--- src/rtl/slip_io_pkg.sv ---
// Shared types and defaults for the Slipstream I/O strobe sequencer.
// Holds the sequencer state encoding and the setup/hold counter width.
package slip_io_pkg;

   typedef enum logic [2:0] {
      IDLE   = 3'd0,
      SETUP  = 3'd1,
      ACTIVE = 3'd2,
      HOLD   = 3'd3,
      DONE   = 3'd4
   } io_seq_state_t;

   localparam int SETUP_CYC_DEF = 1;
   localparam int HOLD_CYC_DEF  = 1;
   localparam int WAIT_W_DEF    = 4;

   // SETUP_CYC and HOLD_CYC never exceed 3, so two bits cover both phases.
   localparam int SH_CNT_W = 2;

endpackage

--- src/rtl/io_down_counter.sv ---
// Loadable, non-wrapping down-counter with a zero flag.
// Load has priority over decrement; the count parks at zero.
module io_down_counter #(
   parameter int W = 2
) (
   input  logic         i_clk,
   input  logic         i_reset,
   input  logic         i_load,
   input  logic [W-1:0] i_load_val,
   input  logic         i_dec,
   output logic         o_zero
);

   logic [W-1:0] r_count;

   always_ff @(posedge i_clk) begin
      if (i_reset) begin
         r_count <= '0;
      end else if (i_load) begin
         r_count <= i_load_val;
      end else if (i_dec && (r_count != '0)) begin
         r_count <= r_count - 1'b1;
      end
   end

   assign o_zero = (r_count == '0);

endmodule

--- src/rtl/io_cycle_sequencer.sv ---
// Turns a decoded bus request into a setup/active/hold strobe sequence with a ready pulse.
// Optional feature macro: IO_WAIT_EXTEND_EN (ext_wait stretches the last ACTIVE cycle).
module io_cycle_sequencer
   import slip_io_pkg::*;
#(
   parameter int SETUP_CYC = SETUP_CYC_DEF,
   parameter int HOLD_CYC  = HOLD_CYC_DEF,
   parameter int WAIT_W    = WAIT_W_DEF
) (
   input  logic              MasterClock,
   input  logic              reset,
   input  logic              decode_hit,
   input  logic              req,
   input  logic              wr,
   input  logic [WAIT_W-1:0] wait_cnt,
   input  logic              ext_wait,
   output logic              rd_strobe,
   output logic              wr_strobe,
   output logic              busy,
   output logic              ready,
   output logic [2:0]        o_dbg_state
);

   localparam logic [SH_CNT_W-1:0] SETUP_LD = SH_CNT_W'(SETUP_CYC - 1);
   localparam logic [SH_CNT_W-1:0] HOLD_LD  = SH_CNT_W'((HOLD_CYC > 0) ? HOLD_CYC - 1 : 0);

   io_seq_state_t     r_state;
   logic              r_rd_strobe;
   logic              r_wr_strobe;
   logic              r_busy;
   logic              r_ready;
   logic              r_wr_cap;
   logic [WAIT_W-1:0] r_wait_cap;

   logic                w_accept;
   logic                w_active_end;
   logic                w_ext_hold;
   logic                w_sh_load;
   logic [SH_CNT_W-1:0] w_sh_val;
   logic                w_sh_dec;
   logic                w_sh_zero;
   logic                w_act_load;
   logic                w_act_dec;
   logic                w_act_zero;

`ifdef IO_WAIT_EXTEND_EN
   assign w_ext_hold = ext_wait;
`else
   logic w_unused_ext;
   assign w_unused_ext = ext_wait;
   assign w_ext_hold   = 1'b0;
`endif

   // One counter serves both SETUP and HOLD since those phases never overlap.
   always_comb begin
      w_accept     = (r_state == IDLE) && req && decode_hit;
      w_active_end = (r_state == ACTIVE) && w_act_zero && !w_ext_hold;
      w_sh_load    = w_accept || (w_active_end && (HOLD_CYC > 0));
      w_sh_val     = w_accept ? SETUP_LD : HOLD_LD;
      w_sh_dec     = (r_state == SETUP) || (r_state == HOLD);
      w_act_load   = (r_state == SETUP) && w_sh_zero;
      w_act_dec    = (r_state == ACTIVE);
   end

   io_down_counter #(.W(SH_CNT_W)) u_sh_cnt (
      .i_clk      (MasterClock),
      .i_reset    (reset),
      .i_load     (w_sh_load),
      .i_load_val (w_sh_val),
      .i_dec      (w_sh_dec),
      .o_zero     (w_sh_zero)
   );

   io_down_counter #(.W(WAIT_W)) u_act_cnt (
      .i_clk      (MasterClock),
      .i_reset    (reset),
      .i_load     (w_act_load),
      .i_load_val (r_wait_cap),
      .i_dec      (w_act_dec),
      .o_zero     (w_act_zero)
   );

   always_ff @(posedge MasterClock) begin
      if (reset) begin
         r_state     <= IDLE;
         r_rd_strobe <= 1'b0;
         r_wr_strobe <= 1'b0;
         r_busy      <= 1'b0;
         r_ready     <= 1'b0;
         r_wr_cap    <= 1'b0;
         r_wait_cap  <= '0;
      end else begin
         case (r_state)
            IDLE: begin
               if (w_accept) begin
                  r_wr_cap   <= wr;
                  r_wait_cap <= wait_cnt;
                  r_busy     <= 1'b1;
                  r_state    <= SETUP;
               end
            end
            SETUP: begin
               if (w_sh_zero) begin
                  r_rd_strobe <= !r_wr_cap;
                  r_wr_strobe <= r_wr_cap;
                  r_state     <= ACTIVE;
               end
            end
            ACTIVE: begin
               if (w_active_end) begin
                  r_rd_strobe <= 1'b0;
                  r_wr_strobe <= 1'b0;
                  if (HOLD_CYC > 0) begin
                     r_state <= HOLD;
                  end else begin
                     r_ready <= 1'b1;
                     r_state <= DONE;
                  end
               end
            end
            HOLD: begin
               if (w_sh_zero) begin
                  r_ready <= 1'b1;
                  r_state <= DONE;
               end
            end
            DONE: begin
               r_ready <= 1'b0;
               r_busy  <= 1'b0;
               r_state <= IDLE;
            end
            default: r_state <= IDLE;
         endcase
      end
   end

   assign rd_strobe   = r_rd_strobe;
   assign wr_strobe   = r_wr_strobe;
   assign busy        = r_busy;
   assign ready       = r_ready;
   assign o_dbg_state = r_state;

endmodule

--- config.mk ---
export PLATFORM = sky130hd
export DESIGN_NAME = io_cycle_sequencer
export DESIGN_NICKNAME = d
export VERILOG_FILES = /design/src/rtl/slip_io_pkg.sv /design/src/rtl/io_down_counter.sv /design/src/rtl/io_cycle_sequencer.sv
export SDC_FILE = /design/constraint.sdc
export NUM_CORES = 1
export LEC_CHECK = 0
export BUFFER_PORTS_ARGS = -buffer_cell sky130_fd_sc_hd__buf_2
export CAP_MARGIN = 20
export CORE_MARGIN = 5
export CORE_UTILIZATION = 52
export DETAILED_ROUTE_END_ITERATION = 10
export GPL_ROUTABILITY_DRIVEN = 0
export PLACE_DENSITY = 0.79
export SLEW_MARGIN = 20
export SYNTH_ARGS = -nofsm -noshare
export SYNTH_HDL_FRONTEND = slang
export SYNTH_SLANG_ARGS = --single-unit
--- constraint.sdc ---
create_clock -name MasterClock -period 1.9 [get_ports MasterClock]
set_clock_uncertainty 0.1 [all_clocks]
set_input_delay 0 -clock MasterClock [delete_from_list [all_inputs] [get_ports MasterClock]]
set_output_delay 0 -clock MasterClock [all_outputs]
set_load 0.02 [all_outputs]
==> flow_summary_export.csv, run 1 <==
group,metric,value,unit
run_status,outcome,"completed",
cells_and_area,drive_above_1_share,21.8,%
setup_path,crit_type,"register to register",
sta,min_period,1710,ps
sta,maxSlewViolCount,0,
global_routing,track_usage,17.8,%
yosys,yosysMostFrequentCell,"dfxtp_1",
placed_design,io_buffers,15,
cells_and_area,final_area,0.00107,mm2
sta,rsz0062_at_grt,"no",
power,p_per_area,762,mW/mm2
placed_design,dp_slack,265,ps
power,intPower,584,uW
yosys,synth.area.top_cells,"dfxtp_1 41%, a21oi_1 4.6%, nand3_1 4.0%, a31oi_1 3.6%, ha_1 2.9%",
setup_path,cpPeakStageDelay,390,ps
clock_tree,root_buffer,"clkbuf_4",
die,rows,14,
sta,worst_slew_pin_slew,470,ps
flow_run,cap_violations,0,
placed_design,place_inst,124,
sta,whs,66.7,ps
route,avgViaCountPerCell,5.98,
power,p_sw,231,uW
die,dieWidth,51.0,um
global_routing,antenna_found_initial,0,
clock_tree,clock_path_buffers,2,
die,start_util,56.1,%
setup_path,worst_setup_path_end_kind,"register",
die,ios,17,
worst_hold_path,hold_class,"primary input to register",
clock_tree,clk_pin_slew_worst_paths,100,ps
clock_tree,cts_buffers,3,
yosys,synth_edf_count,0,
yosys,yosysSeqAreaShare,41.2,%
sta,finalWorstSetupSlack,193,ps
route,drt_wl_total,2.02,mm
cells_and_area,area_delta_synth_final,22.2,%
setup_path,crit_chain,"inv_1, ha_1, nor3b_2, mux2i_1, nor4b_1",
yosys,ys_seq_elements,18,
clock_tree,cts_tree,"built",
setup_path,arrival,1800,ps
yosys,synth_cells,96,
clock_tree,cts.sinks,18,
clock_tree,postCtsSetupRepairBufs,0,
sta,post-route-period-util,89.9,%
power,swShare,28.3,%
yosys,syn_area,875,um2
setup_path,cp.required,1990,ps
global_routing,grt_max_degree,19,
sta,fin_setup_tns,0,ps
power,seqPwrFrac,50.8,%
power,ir_worst_vdd,0.000464,V
route,ant_nets,0,
placed_design,place_hpwl,1.30,mm
power,p_leak,0.396,nW
clock_tree,cts_max_level,1,
power,power_frac_comb,19.8,%
route,dr.first_iter.drc_count,17,
die,dieArea,0.00260,mm2
yosys,synth_area_leader_cell,"dfxtp_1",
placed_design,dpl_cell_area,962,um2
die,die_h,51.0,um
yosys,synth_warnings,0,
global_routing,grt_overflow,0,
yosys,yosysTopAreaCellShare,41.2,%
route,dr.pass1.iters,4,
yosys,ys.flop_type,"dfxtp_1",
route,wl_per_cell,15.0,um
power,p_clk_share,29.3,%
yosys,synthTopCellsByCount,"18 x dfxtp_1, 8 x a21oi_1, 7 x nand3_1, 6 x inv_1",
yosys,yosysUniqueCellTypes,36,
yosys,synth.net_count,108,
clock_tree,clock_latency,290,ps
sta,setup_viol_count_final,0,
die,core,0.00156,mm2
global_routing,grt_pass1_vias,788,
cells_and_area,layout.nets,132,
global_routing,grt_pass1_wl,3.55,mm
clock_tree,cts_resized,0,
sta,relSlewSlack,68.6,%
yosys,avgSynthCellArea,9.11,um2
setup_path,critical_path.max_fanout,5,
setup_path,slowest_stage,"dfxtp_1",
setup_path,start_kind,"register",
sta,clock.fmax,586,MHz
sta,finalHoldViolCount,0,
cells_and_area,final_util,68.5,%
route,dr_total_vias,807,
clock_tree,hold_buffers,7,
route,drc,0,
cells_and_area,num_antenna_cells,0,
yosys,async_reset_ff_share,0,%
power,power.total,814,uW
cells_and_area,instances_no_fill,135,
worst max-delay path, delay by kind of cell (launching register included):
kind	cells	cell delay [ps]
fa+ha+maj	1	260
buf+inv	1	70
flops	1	390
mux	1	210
simple gates	2	580
kinds of logic after synthesis:
family,share of synthesized area (%)
and+or+nand+nor,28.6
DFF,41.2
adders and majority gates,2.86
muxes,1.14
xor gates and xnor gates,2.00
buffers and inverters,5.15
AOI/OAI and AO/OA,19.0
cell type report:
cell class | count | area [um2]
Sequential cell | 18 | 360
Timing Repair Buffer | 24 | 160
Multi-Input combinational cell | 67 | 469
Fill cell | 114 | 490
Tap cell | 16 | 20.0
Clock buffer | 4 | 36.3
Inverter | 6 | 22.5
power by group through the flow:
stage          clock network [mW]  registers [mW]  logic [mW]
2_1_floorplan                   0           0.430      0.0985
3_5_place_dp                    0           0.422       0.147
6_report                    0.239           0.414       0.162
3_3_place_gp                    0           0.422       0.144
4_1_cts                     0.237           0.414       0.158
5_1_grt                     0.258           0.417       0.178
cells in the final DEF (no fill, tap or decap), drive strengths merged, types with 4 or more instances in the layout:
cell and instances:
buf 17, dlygate4sd3 7, o21ai 6, clkbuf 4, a21oi 8, inv 6
a31oi 5, nand3 7, nand2 5, dfxtp 18
state kept, by name, indices dropped and copies added (netlist names):
signal / count
u_sh_cnt.r_count: 2
r_wait_cap: 4
u_act_cnt.r_count: 4
busy: 1
o_dbg_state: 3
r_wr_cap: 1
wr_strobe: 1
rd_strobe: 1
ready: 1
routing by layer:
layer  part of all wire [%]  global-route usage (%)  up-vias
met4                    2.8                    10.3        0
met2                     48                    29.2       17
met1                     45                    21.4      376
met5                      0                       0        -
met3                    3.6                    4.07        8
li1                       -                       -      406
worst paths after layout:
| path | startpoint | to | slack [ps] | cells after the start |
|---|---|---|---|---|
| max | u_sh_cnt.r_count[0]$_SDFFE_PP0P_ | u_sh_cnt.r_count[1]$_SDFFE_PP0P_ | 190 | 5 |
| min | req | r_wait_cap[2]$_SDFFE_PP0P_ | 70 | 4 |
| max reg2reg | u_sh_cnt.r_count[0]$_SDFFE_PP0P_ | u_sh_cnt.r_count[1]$_SDFFE_PP0P_ | 190 | 5 |
| min reg2reg | r_wr_cap$_SDFFE_PP0P_ | wr_strobe$_SDFFE_PP0P_ | 370 | 2 |
Note: power is estimated with default switching activity, not from simulation.
==> run 2, diff against run 1 <==
--- a/config.mk
+++ b/config.mk
@@ -5,7 +5,7 @@
 export SDC_FILE = /design/constraint.sdc
 export NUM_CORES = 1
 export LEC_CHECK = 0
-export BUFFER_PORTS_ARGS = -buffer_cell sky130_fd_sc_hd__buf_2
+export BUFFER_PORTS_ARGS = -buffer_cell sky130_fd_sc_hd__clkbuf_2
 export CAP_MARGIN = 20
 export CORE_MARGIN = 5
 export CORE_UTILIZATION = 52
==> run 2 against run 1 <==
Effect of this change:
- sequential share of layout area grew 0.079 points
- design area shrank 0.23%
- utilization shrank 0.16 points
- total power grew 0.45%
- worst setup slack gained 72 ps
- combinational power grew 4%
- highest routed layer unchanged
==> flow_summary_export.csv, run 2 (synthesis gave the netlist of run 1 again) <==
group,metric,value,unit
route,dr.pass1.iters,4,
setup_path,crit_type,"register to register",
sta,whs,20.3,ps
setup_path,r2r_end,"u_act_cnt.r_count[3]$_SDFFE_PP0P_",
setup_path,reg2reg_setup_slack,260,ps
sta,rsz0062_at_grt,"no",
clock_tree,root_buffer,"clkbuf_4",
die,die_h,51.0,um
sta,worst_slew_pin_slew,481,ps
setup_path,cp.required,2030,ps
route,avgViaCountPerCell,5.95,
global_routing,grt_overflow,0,
cells_and_area,area_delta_synth_final,21.9,%
route,dr.first_iter.drc_count,19,
route,ant_nets,0,
die,dieWidth,51.0,um
route,drt_wl_total,1.95,mm
power,power.total,818,uW
sta,min_period,1640,ps
clock_tree,cts_max_level,1,
power,p_leak,0.393,nW
cells_and_area,final_util,68.4,%
cells_and_area,final_cell_mix,"18 x dfxtp_1, 15 x clkbuf_2, 8 x a21oi_1",
cells_and_area,layout.nets,132,
power,ir_worst_vdd,0.000625,V
clock_tree,cts.sinks,18,
sta,relSlewSlack,67.9,%
die,start_util,56.1,%
sta,clock.fmax,612,MHz
cells_and_area,final_common_cell,"dfxtp_1",
sta,finalHoldViolCount,0,
cells_and_area,instances_no_fill,135,
sta,fin_setup_tns,0,ps
cells_and_area,num_antenna_cells,0,
die,core,0.00156,mm2
setup_path,start_kind,"register",
clock_tree,cts_buffers,3,
cells_and_area,multi_input_area,469,um2
placed_design,io_buffers,15,
worst_hold_path,hp-start,"reset",
route,drc,0,
cells_and_area,drive_above_1_share,22.7,%
route,wl_per_cell,14.4,um
setup_path,worstReg2RegStart,"u_act_cnt.r_count[0]$_SDFFE_PP0P_",
placed_design,place_hpwl,1.30,mm
worst_hold_path,min_path_cells,2,
cells_and_area,n_fill_cell,117,
setup_path,rr_worst_depth,5,
clock_tree,clock_latency,300,ps
cells_and_area,regArea,360,um2
run_status,outcome,"completed",
die,rows,14,
clock_tree,clk_pin_slew_worst_paths,110,ps
flow_run,cap_violations,0,
placed_design,place_inst,125,
worst_hold_path,hold_class,"primary input to register",
clock_tree,clock_path_buffers,2,
global_routing,grt_max_degree,19,
sta,setup_viol_count_final,0,
sta,post-route-period-util,86.1,%
route,dr_total_vias,803,
worst_hold_path,hold-path-endpoint,"r_wait_cap[1]$_SDFFE_PP0P_",
global_routing,grt_pass1_wl,3.42,mm
setup_path,worst_setup_path_end_kind,"register",
sta,maxSlewViolCount,0,
setup_path,critical_path.max_fanout,5,
die,ios,17,
power,p_per_area,767,mW/mm2
global_routing,grt_pass1_vias,804,
clock_tree,cts_tree,"built",
global_routing,track_usage,16.8,%
global_routing,antenna_found_initial,0,
setup_path,arrival,1760,ps
die,dieArea,0.00260,mm2
==> run 2: cell types whose count changed in the layout (fill, tap and decap cells not counted) <==
cell and change:
buf_2 -15, dlygate4sd3_1 -1, buf_4 +1, clkbuf_2 +15
==> run 2: worst max-delay path by stage <==
stage          slack [ps]                           endpoint  cells after the start                               from
5_1_grt               180   u_sh_cnt.r_count[1]$_SDFFE_PP0P_                      5   u_sh_cnt.r_count[0]$_SDFFE_PP0P_
6_report              260  u_act_cnt.r_count[3]$_SDFFE_PP0P_                      5  u_act_cnt.r_count[0]$_SDFFE_PP0P_
3_5_place_dp          280   u_sh_cnt.r_count[1]$_SDFFE_PP0P_                      5   u_sh_cnt.r_count[0]$_SDFFE_PP0P_
2_1_floorplan         280  u_act_cnt.r_count[3]$_SDFFE_PP0P_                      3        o_dbg_state[1]$_SDFFE_PP0P_
3_3_place_gp          330  u_act_cnt.r_count[3]$_SDFFE_PP0P_                      5  u_act_cnt.r_count[0]$_SDFFE_PP0P_
4_1_cts               270  u_act_cnt.r_count[3]$_SDFFE_PP0P_                      5  u_act_cnt.r_count[0]$_SDFFE_PP0P_
==> run 2: through the flow <==
step / instance area (um2) / worst slack (ps)
after floorplan: 875 / 280
after global placement: 970 / 328
after detailed placement: 970 / 278
after CTS: 1070 / 273
after global routing: 1070 / 179
final: 1070 / 265
==> run 2: final cells by class <==
cell class | instances | share of cell area, %
tap | 16 | 1.88
inverter | 6 | 2.11
multi-input combinational | 67 | 44.0
sequential | 18 | 33.8
clock buffer | 4 | 3.40
timing repair buffer | 24 | 14.8
==> run 2: routing by layer <==
metal	up-vias	track usage (%)	part of all wire, %
li1	408	-	-
met1	376	19.9	46
met2	14	30.9	50
met3	5	1.74	2.9
met4	0	6.73	1.6
met5	-	0	0
==> run 2: critical path, stage by stage (launching register included) <==
cell and delay, ps:
dfxtp_1 390, inv_1 60, ha_1 200, nor3b_1 180, or4_1 510, a31oi_1 130
==> run 2: power by group <==
| group | switching (mW) | internal, mW | leakage [nW] | total (mW) |
|---|---|---|---|---|
| Clock | 0.124 | 0.117 | 0.0210 | 0.241 |
| Sequential | 0.0123 | 0.397 | 0.146 | 0.409 |
| Combinational | 0.0971 | 0.0709 | 0.226 | 0.168 |
| Total | 0.233 | 0.585 | 0.393 | 0.818 |
==> run 2: repair_timing <==
item,4_1_cts,5_1_grt
buffers inserted,0,0
hold buffers,6,0
hold endpoints to repair,5,0
gates resized for setup,0,0
==> run 3, diff against run 2 <==
--- a/config.mk
+++ b/config.mk
@@ -7,10 +7,11 @@
 export LEC_CHECK = 0
 export BUFFER_PORTS_ARGS = -buffer_cell sky130_fd_sc_hd__clkbuf_2
 export CAP_MARGIN = 20
-export CORE_MARGIN = 5
+export CORE_MARGIN = 2
 export CORE_UTILIZATION = 52
 export DETAILED_ROUTE_END_ITERATION = 10
 export GPL_ROUTABILITY_DRIVEN = 0
+export HOLD_SLACK_MARGIN = 0.02
 export PLACE_DENSITY = 0.79
 export SLEW_MARGIN = 20
 export SYNTH_ARGS = -nofsm -noshare
==> run 3 against run 2 <==
Effect of this change:
- largest power group unchanged
- utilization grew 1.4 points
- design area grew 0.94%
- highest routed layer unchanged
- die area shrank 22%
- critical endpoint unchanged
- fmax shrank 1.4%
==> flow_summary_export.csv, run 3 (synthesis gave the netlist of run 1 again) <==
group,metric,value,unit
setup_path,crit_chain,"or3b_4, or4_1, a31oi_1",
power,seqPwrFrac,50.7,%
power,swShare,28.3,%
route,avgViaCountPerCell,6.03,
global_routing,grt_overflow,0,
cells_and_area,final_common_cell,"dfxtp_1",
global_routing,track_usage,22.0,%
route,drc,0,
placed_design,place_hpwl,1.34,mm
cells_and_area,final_area,0.00108,mm2
placed_design,io_buffers,15,
clock_tree,cts_tree,"built",
cells_and_area,final_util,69.8,%
global_routing,grt_max_degree,19,
placed_design,dp_slack,311,ps
setup_path,worst_setup_path_end_kind,"register",
setup_path,cp.required,2010,ps
route,dr_total_vias,820,
global_routing,grt_pass1_vias,727,
route,drt_wl_total,1.96,mm
power,power_frac_comb,20.5,%
cells_and_area,drive_above_1_share,22.5,%
die,start_util,56.7,%
power,intPower,586,uW
sta,worst_slew_pin_slew,521,ps
cells_and_area,layout.nets,133,
route,wl_per_cell,14.4,um
sta,finalWorstSetupSlack,241,ps
worst_hold_path,hold_class,"primary input to register",
sta,relSlewSlack,65.2,%
power,p_sw,231,uW
setup_path,start_kind,"register",
clock_tree,cts_max_level,1,
sta,clock.fmax,603,MHz
die,dieArea,0.00203,mm2
clock_tree,clock_latency,290,ps
die,ios,17,
setup_path,arrival,1770,ps
sta,post-route-period-util,87.3,%
die,die_h,45.0,um
power,p_per_area,759,mW/mm2
power,p_clk_share,28.9,%
sta,fin_setup_tns,0,ps
sta,finalHoldViolCount,0,
setup_path,reg2reg_setup_slack,240,ps
die,rows,14,
cells_and_area,final_cell_mix,"18 x dfxtp_1, 15 x clkbuf_2, 8 x a21oi_1",
power,power.total,817,uW
run_status,outcome,"completed",
clock_tree,clock_path_buffers,2,
cells_and_area,num_antenna_cells,0,
power,ir_worst_vdd,0.000450,V
global_routing,grt_pass1_wl,3.26,mm
setup_path,cpPeakStageDelay,470,ps
global_routing,antenna_found_initial,0,
cells_and_area,area_delta_synth_final,23.0,%
sta,maxSlewViolCount,0,
route,dr.pass1.iters,4,
die,dieWidth,45.0,um
clock_tree,clk_pin_slew_worst_paths,110,ps
clock_tree,root_buffer,"clkbuf_4",
sta,min_period,1660,ps
power,p_leak,0.397,nW
clock_tree,cts_buffers,3,
sta,rsz0062_at_grt,"no",
placed_design,dpl_cell_area,970,um2
die,core,0.00154,mm2
route,dr.first_iter.drc_count,21,
clock_tree,cts_resized,0,
sta,setup_viol_count_final,0,
setup_path,crit_type,"register to register",
clock_tree,cts.sinks,18,
setup_path,critical_path.max_fanout,6,
flow_run,cap_violations,0,
setup_path,slowest_stage,"or4_1",
route,ant_nets,0,
## run 3: final timing paths
| check | to | startpoint | cells past startpoint |
|---|---|---|---|
| worst max-delay path | u_act_cnt.r_count[3]$_SDFFE_PP0P_ | o_dbg_state[1]$_SDFFE_PP0P_ | 3 |
| worst min-delay path | r_wait_cap[2]$_SDFFE_PP0P_ | req | 4 |
| worst max register to register | u_act_cnt.r_count[3]$_SDFFE_PP0P_ | o_dbg_state[1]$_SDFFE_PP0P_ | 3 |
| worst min register to register | busy$_SDFFE_PP0P_ | busy$_SDFFE_PP0P_ | 1 |
## run 3: worst max-delay path, delay by kind of cell, from the launching register on
family / cells / cell delay, ps
flip-flops: 1 / 420
AO/OA/AOI/OAI: 1 / 160
AND/OR/NAND/NOR: 2 / 900
## run 3: cell type report
cell class | instances | area, um2
Fill cell | 134 | 465
Tap cell | 16 | 20.0
Timing Repair Buffer | 25 | 168
Clock buffer | 4 | 36.3
Multi-Input combinational cell | 67 | 469
Inverter | 6 | 22.5
Sequential cell | 18 | 360
## run 3: power by group through the flow
stage | combinational, mW | sequential (mW) | clock (mW)
after floorplan | 0.0985 | 0.430 | 0
after global placement | 0.148 | 0.420 | 0
after detailed placement | 0.153 | 0.422 | 0
after CTS | 0.165 | 0.413 | 0.243
after global routing | 0.183 | 0.417 | 0.254
final | 0.167 | 0.414 | 0.236
## run 3: metrics by stage
step,std cells,hold slack (ps)
after floorplan,96,47.7
after global placement,125,136
after detailed placement,125,141
after CTS,136,37.4
after global routing,136,62.1
final,136,54.5
## run 3: per-layer routing
metal  vias up  wire [um]  track usage [%]
li1        412          -                -
met1       382        891             30.2
met2        24        977             36.9
met3         2         85             2.40
met4         0          9             5.29
met5         -          0                0
## run 3: timing repair
action,CTS,global route
hold buffers,7,0
buffers inserted,0,0
hold endpoints to repair,5,0
